<file path="src/rtl/clos_pkg.sv">
// Shared types and routing helpers for the Clos configuration allocator.
package clos_pkg;

    localparam int unsigned NPORT = 5;
    localparam int unsigned DW    = 3;

    // Port / output direction encoding.
    typedef enum logic [DW-1:0] {
        DIR_S = 3'd0,
        DIR_W = 3'd1,
        DIR_N = 3'd2,
        DIR_E = 3'd3,
        DIR_L = 3'd4
    } dir_e;

    // XY routing: may traffic entering on in_dir leave on out_dir?
    function automatic logic legal_turn(input logic [DW-1:0] in_dir, input logic [DW-1:0] out_dir);
        logic ok;
        ok = 1'b0;
        case (out_dir)
            DIR_S:   ok = (in_dir == DIR_N) || (in_dir == DIR_L);
            DIR_N:   ok = (in_dir == DIR_S) || (in_dir == DIR_L);
            DIR_W:   ok = (in_dir != DIR_W) && (in_dir <= DIR_L);
            DIR_E:   ok = (in_dir != DIR_E) && (in_dir <= DIR_L);
            DIR_L:   ok = (in_dir == DIR_S) || (in_dir == DIR_W) ||
                          (in_dir == DIR_N) || (in_dir == DIR_E);
            default: ok = 1'b0;
        endcase
        return ok;
    endfunction

    // Bit position of input in_dir within the cfg vector of output out_dir.
    function automatic logic [1:0] cmcfg_bit(input logic [DW-1:0] out_dir, input logic [DW-1:0] in_dir);
        logic [1:0] b;
        b = 2'd0;
        case (out_dir)
            DIR_S:   b = (in_dir == DIR_L) ? 2'd1 : 2'd0;
            DIR_N:   b = (in_dir == DIR_L) ? 2'd1 : 2'd0;
            DIR_W: begin
                case (in_dir)
                    DIR_N:   b = 2'd1;
                    DIR_E:   b = 2'd2;
                    DIR_L:   b = 2'd3;
                    default: b = 2'd0;
                endcase
            end
            DIR_E: begin
                case (in_dir)
                    DIR_W:   b = 2'd1;
                    DIR_N:   b = 2'd2;
                    DIR_L:   b = 2'd3;
                    default: b = 2'd0;
                endcase
            end
            DIR_L: begin
                case (in_dir)
                    DIR_W:   b = 2'd1;
                    DIR_N:   b = 2'd2;
                    DIR_E:   b = 2'd3;
                    default: b = 2'd0;
                endcase
            end
            default: b = 2'd0;
        endcase
        return b;
    endfunction

endpackage

</file>
<file path="src/rtl/rr_arb.sv">
// Combinational round-robin arbiter: one-hot grant from i_ptr upward, pointer moves past the winner.
module rr_arb #(
    parameter int unsigned N  = 10,
    parameter int unsigned PW = $clog2(N)
) (
    input  logic [N-1:0]  i_req,
    input  logic [PW-1:0] i_ptr,
    output logic [N-1:0]  o_gnt_c,
    output logic [PW-1:0] o_ptr_nxt_c
);

    // Modulo-N add of a small offset to a pointer value.
    function automatic logic [PW-1:0] wrap_add(input logic [PW-1:0] base, input int unsigned off);
        int unsigned s;
        s = 32'(base) + off;
        if (s >= N) begin
            s = s - N;
        end
        return PW'(s);
    endfunction

    logic          w_found;
    logic [PW-1:0] w_win;

    // Scan requesters starting at the pointer, first hit wins.
    always_comb begin
        w_found = 1'b0;
        w_win   = i_ptr;
        o_gnt_c = '0;
        for (int unsigned k = 0; k < N; k++) begin
            if (!w_found && i_req[wrap_add(i_ptr, k)]) begin
                w_found = 1'b1;
                w_win   = wrap_add(i_ptr, k);
            end
        end
        if (w_found) begin
            o_gnt_c[w_win] = 1'b1;
        end
        o_ptr_nxt_c = w_found ? wrap_add(w_win, 1) : i_ptr;
    end

endmodule

</file>
<file path="src/rtl/clos_cfg_alloc.sv">
// Central-module path allocator: grants per-VC routes and drives IM crossbar and CM turn configuration.
module clos_cfg_alloc
    import clos_pkg::*;
#(
    parameter int unsigned MN = 2,
    parameter int unsigned NN = 2
) (
    input  logic                                      clk,
    input  logic                                      rst_n,
    input  logic [NPORT-1:0][NN-1:0]                  req,
    input  logic [NPORT-1:0][NN-1:0][2:0]             rdir,
    input  logic [NPORT-1:0][NN-1:0]                  rel,
    output logic [NPORT-1:0][NN-1:0]                  gnt,
    output logic [NPORT-1:0][NN-1:0][$clog2(MN)-1:0]  gcm,
    output logic                                      err,
    output logic [NPORT-1:0][MN-1:0][NN-1:0]          imcfg,
    output logic [MN-1:0][1:0]                        scfg,
    output logic [MN-1:0][1:0]                        ncfg,
    output logic [MN-1:0][3:0]                        wcfg,
    output logic [MN-1:0][3:0]                        ecfg,
    output logic [MN-1:0][3:0]                        lcfg
);

    localparam int unsigned CW   = $clog2(MN);
    localparam int unsigned NREQ = NPORT * NN;
    localparam int unsigned PW   = $clog2(NREQ);

    // Registered state
    logic [NPORT-1:0][NN-1:0]          r_gnt,   w_gnt_nxt;
    logic [NPORT-1:0][NN-1:0][CW-1:0]  r_gcm,   w_gcm_nxt;
    logic [NPORT-1:0][NN-1:0][DW-1:0]  r_dir,   w_dir_nxt;
    logic [NPORT-1:0][NN-1:0]          r_drop,  w_drop_nxt;
    logic [NPORT-1:0][MN-1:0]          r_lbusy, w_lbusy_nxt;
    logic [NPORT-1:0][MN-1:0]          r_obusy, w_obusy_nxt;
    logic [NPORT-1:0][MN-1:0][NN-1:0]  r_imcfg, w_imcfg_nxt;
    logic [MN-1:0][1:0]                r_scfg,  w_scfg_nxt;
    logic [MN-1:0][1:0]                r_ncfg,  w_ncfg_nxt;
    logic [MN-1:0][3:0]                r_wcfg,  w_wcfg_nxt;
    logic [MN-1:0][3:0]                r_ecfg,  w_ecfg_nxt;
    logic [MN-1:0][3:0]                r_lcfg,  w_lcfg_nxt;
    logic                              r_err,   w_err_nxt;
    logic [PW-1:0]                     r_ptr,   w_ptr_nxt;

    // Combinational helpers
    logic [NPORT-1:0][NN-1:0]          w_elig;
    logic [NPORT-1:0][NN-1:0]          w_illegal;
    logic [NPORT-1:0][NN-1:0][CW-1:0]  w_cm;
    logic [NREQ-1:0]                   w_arb_req;
    logic [NREQ-1:0]                   w_arb_gnt;
    logic [NPORT-1:0][NN-1:0]          w_gsel;
    logic                              w_upd;
    logic                              w_val;
    logic [DW-1:0]                     w_d;
    logic [CW-1:0]                     w_m;
    logic [1:0]                        w_b;

    // Classify pending requests as illegal or eligible, and pick the lowest free CM.
    always_comb begin
        w_elig    = '0;
        w_illegal = '0;
        w_cm      = '0;
        for (int unsigned p = 0; p < NPORT; p++) begin
            for (int unsigned n = 0; n < NN; n++) begin
                if (req[p][n] && !r_gnt[p][n] && !r_drop[p][n]) begin
                    if (!legal_turn(3'(p), rdir[p][n])) begin
                        w_illegal[p][n] = 1'b1;
                    end else begin
                        for (int unsigned m = 0; m < MN; m++) begin
                            if (!w_elig[p][n] && !r_lbusy[p][m] && !r_obusy[rdir[p][n]][m]) begin
                                w_elig[p][n] = 1'b1;
                                w_cm[p][n]   = CW'(m);
                            end
                        end
                    end
                end
            end
        end
    end

    assign w_arb_req = w_elig;
    assign w_gsel    = w_arb_gnt;

    rr_arb #(
        .N  (NREQ),
        .PW (PW)
    ) u_rr_arb (
        .i_req       (w_arb_req),
        .i_ptr       (r_ptr),
        .o_gnt_c     (w_arb_gnt),
        .o_ptr_nxt_c (w_ptr_nxt)
    );

    // Next state: releases clear their resources, then the single winner claims its own.
    always_comb begin
        w_gnt_nxt   = r_gnt;
        w_gcm_nxt   = r_gcm;
        w_dir_nxt   = r_dir;
        w_drop_nxt  = r_drop;
        w_lbusy_nxt = r_lbusy;
        w_obusy_nxt = r_obusy;
        w_imcfg_nxt = r_imcfg;
        w_scfg_nxt  = r_scfg;
        w_ncfg_nxt  = r_ncfg;
        w_wcfg_nxt  = r_wcfg;
        w_ecfg_nxt  = r_ecfg;
        w_lcfg_nxt  = r_lcfg;
        w_err_nxt   = |w_illegal;
        w_upd       = 1'b0;
        w_val       = 1'b0;
        w_d         = '0;
        w_m         = '0;
        w_b         = '0;

        // An illegal request stays dropped until req is seen low.
        for (int unsigned p = 0; p < NPORT; p++) begin
            for (int unsigned n = 0; n < NN; n++) begin
                if (!req[p][n]) begin
                    w_drop_nxt[p][n] = 1'b0;
                end else if (w_illegal[p][n]) begin
                    w_drop_nxt[p][n] = 1'b1;
                end
            end
        end

        // Phase 0 releases (value 0), phase 1 allocates (value 1); resources are disjoint.
        for (int unsigned ph = 0; ph < 2; ph++) begin
            for (int unsigned p = 0; p < NPORT; p++) begin
                for (int unsigned n = 0; n < NN; n++) begin
                    w_upd = (ph == 0) ? (rel[p][n] && r_gnt[p][n]) : w_gsel[p][n];
                    w_val = (ph != 0);
                    w_d   = (ph == 0) ? r_dir[p][n] : rdir[p][n];
                    w_m   = (ph == 0) ? r_gcm[p][n] : w_cm[p][n];
                    if (w_upd) begin
                        w_b = cmcfg_bit(w_d, 3'(p));
                        w_imcfg_nxt[p][w_m][n] = w_val;
                        w_lbusy_nxt[p][w_m]    = w_val;
                        w_obusy_nxt[w_d][w_m]  = w_val;
                        w_gnt_nxt[p][n]        = w_val;
                        w_gcm_nxt[p][n]        = w_val ? w_m : '0;
                        w_dir_nxt[p][n]        = w_val ? w_d : '0;
                        case (w_d)
                            DIR_S:   w_scfg_nxt[w_m][w_b[0]] = w_val;
                            DIR_N:   w_ncfg_nxt[w_m][w_b[0]] = w_val;
                            DIR_W:   w_wcfg_nxt[w_m][w_b]    = w_val;
                            DIR_E:   w_ecfg_nxt[w_m][w_b]    = w_val;
                            DIR_L:   w_lcfg_nxt[w_m][w_b]    = w_val;
                            default: ;
                        endcase
                    end
                end
            end
        end
    end

    // State register; reset drops every path at once.
    always_ff @(posedge clk or negedge rst_n) begin
        if (!rst_n) begin
            r_gnt   <= '0;
            r_gcm   <= '0;
            r_dir   <= '0;
            r_drop  <= '0;
            r_lbusy <= '0;
            r_obusy <= '0;
            r_imcfg <= '0;
            r_scfg  <= '0;
            r_ncfg  <= '0;
            r_wcfg  <= '0;
            r_ecfg  <= '0;
            r_lcfg  <= '0;
            r_err   <= 1'b0;
            r_ptr   <= '0;
        end else begin
            r_gnt   <= w_gnt_nxt;
            r_gcm   <= w_gcm_nxt;
            r_dir   <= w_dir_nxt;
            r_drop  <= w_drop_nxt;
            r_lbusy <= w_lbusy_nxt;
            r_obusy <= w_obusy_nxt;
            r_imcfg <= w_imcfg_nxt;
            r_scfg  <= w_scfg_nxt;
            r_ncfg  <= w_ncfg_nxt;
            r_wcfg  <= w_wcfg_nxt;
            r_ecfg  <= w_ecfg_nxt;
            r_lcfg  <= w_lcfg_nxt;
            r_err   <= w_err_nxt;
            r_ptr   <= w_ptr_nxt;
        end
    end

    assign gnt   = r_gnt;
    assign gcm   = r_gcm;
    assign err   = r_err;
    assign imcfg = r_imcfg;
    assign scfg  = r_scfg;
    assign ncfg  = r_ncfg;
    assign wcfg  = r_wcfg;
    assign ecfg  = r_ecfg;
    assign lcfg  = r_lcfg;

    // One driver per IM link and per CM output channel.
    for (genvar ap = 0; ap < NPORT; ap++) begin : g_im_chk
        for (genvar am = 0; am < MN; am++) begin : g_im_m
            a_im_onehot: assert property (@(posedge clk) disable iff (!rst_n) $onehot0(r_imcfg[ap][am]));
        end
    end

    for (genvar am = 0; am < MN; am++) begin : g_cm_chk
        a_s_onehot: assert property (@(posedge clk) disable iff (!rst_n) $onehot0(r_scfg[am]));
        a_n_onehot: assert property (@(posedge clk) disable iff (!rst_n) $onehot0(r_ncfg[am]));
        a_w_onehot: assert property (@(posedge clk) disable iff (!rst_n) $onehot0(r_wcfg[am]));
        a_e_onehot: assert property (@(posedge clk) disable iff (!rst_n) $onehot0(r_ecfg[am]));
        a_l_onehot: assert property (@(posedge clk) disable iff (!rst_n) $onehot0(r_lcfg[am]));
    end

endmodule
</file>
<file path="config.mk">
export PLATFORM = sky130hd
export DESIGN_NAME = clos_cfg_alloc
export DESIGN_NICKNAME = d
export VERILOG_FILES = /design/src/rtl/clos_pkg.sv /design/src/rtl/rr_arb.sv /design/src/rtl/clos_cfg_alloc.sv
export SDC_FILE = /design/constraint.sdc
export NUM_CORES = 1
export LEC_CHECK = 0
export CAP_MARGIN = 20
export CORE_ASPECT_RATIO = 0.9
export CORE_MARGIN = 2
export CORE_UTILIZATION = 24
export DETAILED_ROUTE_END_ITERATION = 8
export PLACE_DENSITY_LB_ADDON = 0.05
export SLEW_MARGIN = 20
export SYNTH_ARGS = -nofsm -noshare
export SYNTH_HDL_FRONTEND = slang
export SYNTH_HIERARCHICAL = 1
export SYNTH_SLANG_ARGS = --single-unit
</file>
<file path="constraint.sdc">
create_clock -name clk -period 11.1 [get_ports clk]
set_input_delay 1.665 -clock clk [delete_from_list [all_inputs] [get_ports clk]]
set_output_delay 1.665 -clock clk [all_outputs]
set_load 0.02 [all_outputs]
</file>
==> reports/results.txt <==
IO buf count - 124
Routed WL - 56.4 mm
Worst Setup EP - ncfg[0]
Post-synthesis area per instance - 8.11 µm²
DRC violation total after the first TritonRoute iteration - 978
Largest family of logic cells by synthesized area - simple AND/OR/NAND/NOR gates
DRT antenna net count - 0
Setup crit start kind - input port
Synth Instances - 1,504
Grt met3 use - 3.11%
Max-slew violation count - 0
Final setup viols - 0
DIE HEIGHT - 218 µm
Final cycle utilization of the critical path - 82.2%
Setup crit start - rdir[0]
Crit path max fanout - 11
Area delta synth->final - 20.0%
Mapped Area - 0.0122 mm²
Width of the die - 242 µm
Clock transition at the registers of the reported paths - 0.07 ns
Ant. Diodes - 0
R2r setup slk - 2.66 ns
Cells after DPL - 2,242
Number of setup buffers added after CTS - 0
Area contributors post-synth - dfrtp_1, nand2_1, nand3_1, mux2i_1, ha_1
Vias in the first global route - 11.8k
Max-cap violations - 0
Core area - 0.0504 mm²
Number of CTS-inserted buffers - 17
Hold bufs inserted after CTS - 0
FF-to-FF Start - r_ptr[1]
Synth Area in Compound Gates - 24.9%
Clk_lat worst skew - 0.46 ns
Clk root buf - clkbuf_16
Setup TNS Final - 0 ns
Worst path max stage delay - 0.77 ns
Main synth FF type - dfrtp_1
Worst Hold Class - flop to flop
Tot GR Track Use - 21.2%
Simple-gate share of the synthesized area - 30.1%
WL per Instance - 24.8 µm
Synth cell types - 115
Critical Setup Path Class - input port to flop
TritonCTS Sinks - 137
Hold path start - r_drop[1]
Reg2Reg Depth - 21
Largest net degree at the start of global routing - 72
Sequential-to-total area share from yosys stat - 28.1%
Outcome - complete, no violations
Final WS setup - 1.98 ns
Post-synth EDFFs - 0
Synthesized flop and latch total - 137
Peak Freq - 110 MHz
Grt ovf - 0
Worst Path Required - 11.42 ns
Final hold vios - 0
Clock skew - 0.0142 ns
Resized Gates After CTS - 0
Drt first pass iters - 5
RSZ-0062 raised after global routing - no
# nets final - 1,661
Worst slew margin - 28.5%
HPWL after detailed placement - 44.5 mm
Worst-Margin Slew - 1.07 ns
TritonCTS clock tree - built
Synth Area in XOR/XNOR - 1.28%
First-pass GRT wire length - 82.7 mm
Cell with the largest stage delay on the worst path - a21boi_0
DP Worst Slack - 1.57 ns
Site Rows - 78
Bufs on Longest Clock Path - 2
Worst-path cell chain - clkdlybuf4s50_1, mux4_2, nor2b_1, a21oi_1, a21boi_0, mux2_2, o211ai_1, a211o_1, a21oi_1, nor2_1, o311ai_0, a32oi_1, or2_2, ha_1, inv_1, nor4_2, buf_4, nand2_1, nor3_1, nor4_1, o311ai_0, a221oi_1, nand2_1
Initial Util - 24.2%
Most Crowded Layer GR - met2
Overall via count from detail_route - 12.3k
Final cell count without fillers - 2,274
DR vias/cell - 5.41
Htree depth - 4
Share of cells above drive strength 1 - 8.78%
Synth Area in Adders - 2.93%
Min Tclk post-route - 9.12 ns
Area leader, netlist - dfrtp_1
Initial antenna violation count - 0
Die Footprint - 0.0527 mm²
Syn. warnings - 6
GR Layer Usage met2 - 33.5%
Share of flip-flops with an asynchronous set or reset - 100%
Met1 Use GR - 30.8%
Worst r2r dst - ncfg[0]
IO Count - 125
Post-Synthesis Net Count - 1,584
Setup crit end kind - flop
Worst EP arrival - 9.44 ns
Synth top area share - 28.1%
Final RePlAce weighted congestion - 0.883
# DRC - 0
Multiplexer share of the synthesized area - 7.83%
==> worst max-delay path, delay by kind of cell <==
family                     cells  cell delay, ns
AOI/OAI and AO/OA              9            3.53
and+or+nand+nor                8            1.70
buffers and inverters          3            1.18
muxes                          2            1.04
adders and majority gates      1            0.32
==> flip-flops by register name, summed over array words and instances, names as in the netlist <==
signal   count
r_dir       30
imcfg       20
gcm         10
gnt         10
r_drop      10
r_lbusy     10
r_obusy     10
ecfg         8
lcfg         8
wcfg         8
ncfg         4
r_ptr        4
scfg         4
err          1
==> per-layer routing <==
layer / wire length (µm) / share of wire (%) / vias up
met5: 0 / 0 / -
met4: 508 / 0.90 / 0
met3: 2370 / 4.2 / 25
met2: 25400 / 45 / 339
met1: 28100 / 50 / 6158
li1: - / - / 5785
==> per-stage QoR <==
step	util [%]	area, µm²	hold slack, ns
2_1_floorplan	-	12200	0.447
5_1_grt	29.1	14600	0.504
6_report	29.1	14600	0.483
3_5_place_dp	27.9	14000	0.470
3_3_place_gp	27.9	14000	0.464
4_1_cts	29.1	14600	0.486
==> cell families after synthesis <==
family / count (synthesis)
buf+inv: 134
fa+ha+maj: 28
flops: 137
compound gates: 409
xor+xnor: 17
mux: 76
simple gates: 703
==> layout make-up <==
cell class                      instances  area, µm²
Sequential cell                       137       3430
Clock buffer                           19        433
Inverter                               53        199
Multi-Input combinational cell       1233       8200
Fill cell                            5519      35700
Clock inverter                         13        170
Tap cell                              680        851
Timing Repair Buffer                  139       1360
==> cell usage in the layout (no fill, tap or decap), types with 16 or more instances in the layout <==
| cell type | instances |
|---|---|
| nor4_1 | 16 |
| a21oi_1 | 64 |
| nor3b_1 | 29 |
| a211oi_1 | 18 |
| clkbuf_16 | 17 |
| nand3b_1 | 18 |
| clkdlybuf4s50_1 | 123 |
| nand3_1 | 77 |
| nand4_1 | 19 |
| nor2b_1 | 31 |
| ha_1 | 27 |
| mux2_2 | 23 |
| nor3_1 | 47 |
| o211ai_1 | 21 |
| a32oi_1 | 17 |
| a21o_1 | 35 |
| inv_1 | 50 |
| dfrtp_1 | 137 |
| nand2_1 | 231 |
| nor2_1 | 84 |
| mux2i_1 | 37 |
| o21ai_0 | 67 |
| a31oi_1 | 19 |
| and3_1 | 16 |
| nand2b_1 | 43 |
==> Yosys cell counts, types with 14 or more instances <==
master	n
inv_1	50
nand3b_1	18
nor4_1	18
dfrtp_1	137
nor2_1	84
buf_2	21
ha_1	27
nor3b_1	29
mux2i_1	37
o211ai_1	21
nand4_1	19
o21a_1	14
nor2b_1	31
a31oi_1	19
a32oi_1	17
nor3_1	49
clkbuf_1	46
o21ai_0	67
mux2_2	23
nand2b_1	43
xnor2_1	15
nand2_1	231
a21oi_1	64
and3_1	16
a21o_1	35
nand3_1	77
a211oi_1	18
==> worst min-delay path by stage <==
stage                 to  cells after the start
4_1_cts        r_drop[1]                      1
3_5_place_dp   imcfg[11]                      2
2_1_floorplan  r_drop[0]                      2
6_report       r_drop[1]                      1
3_3_place_gp   r_drop[1]                      1
5_1_grt        r_drop[1]                      1
Power is not shown: default switching activity piles up to over one toggle a cycle in this logic, so the estimate is an artifact.
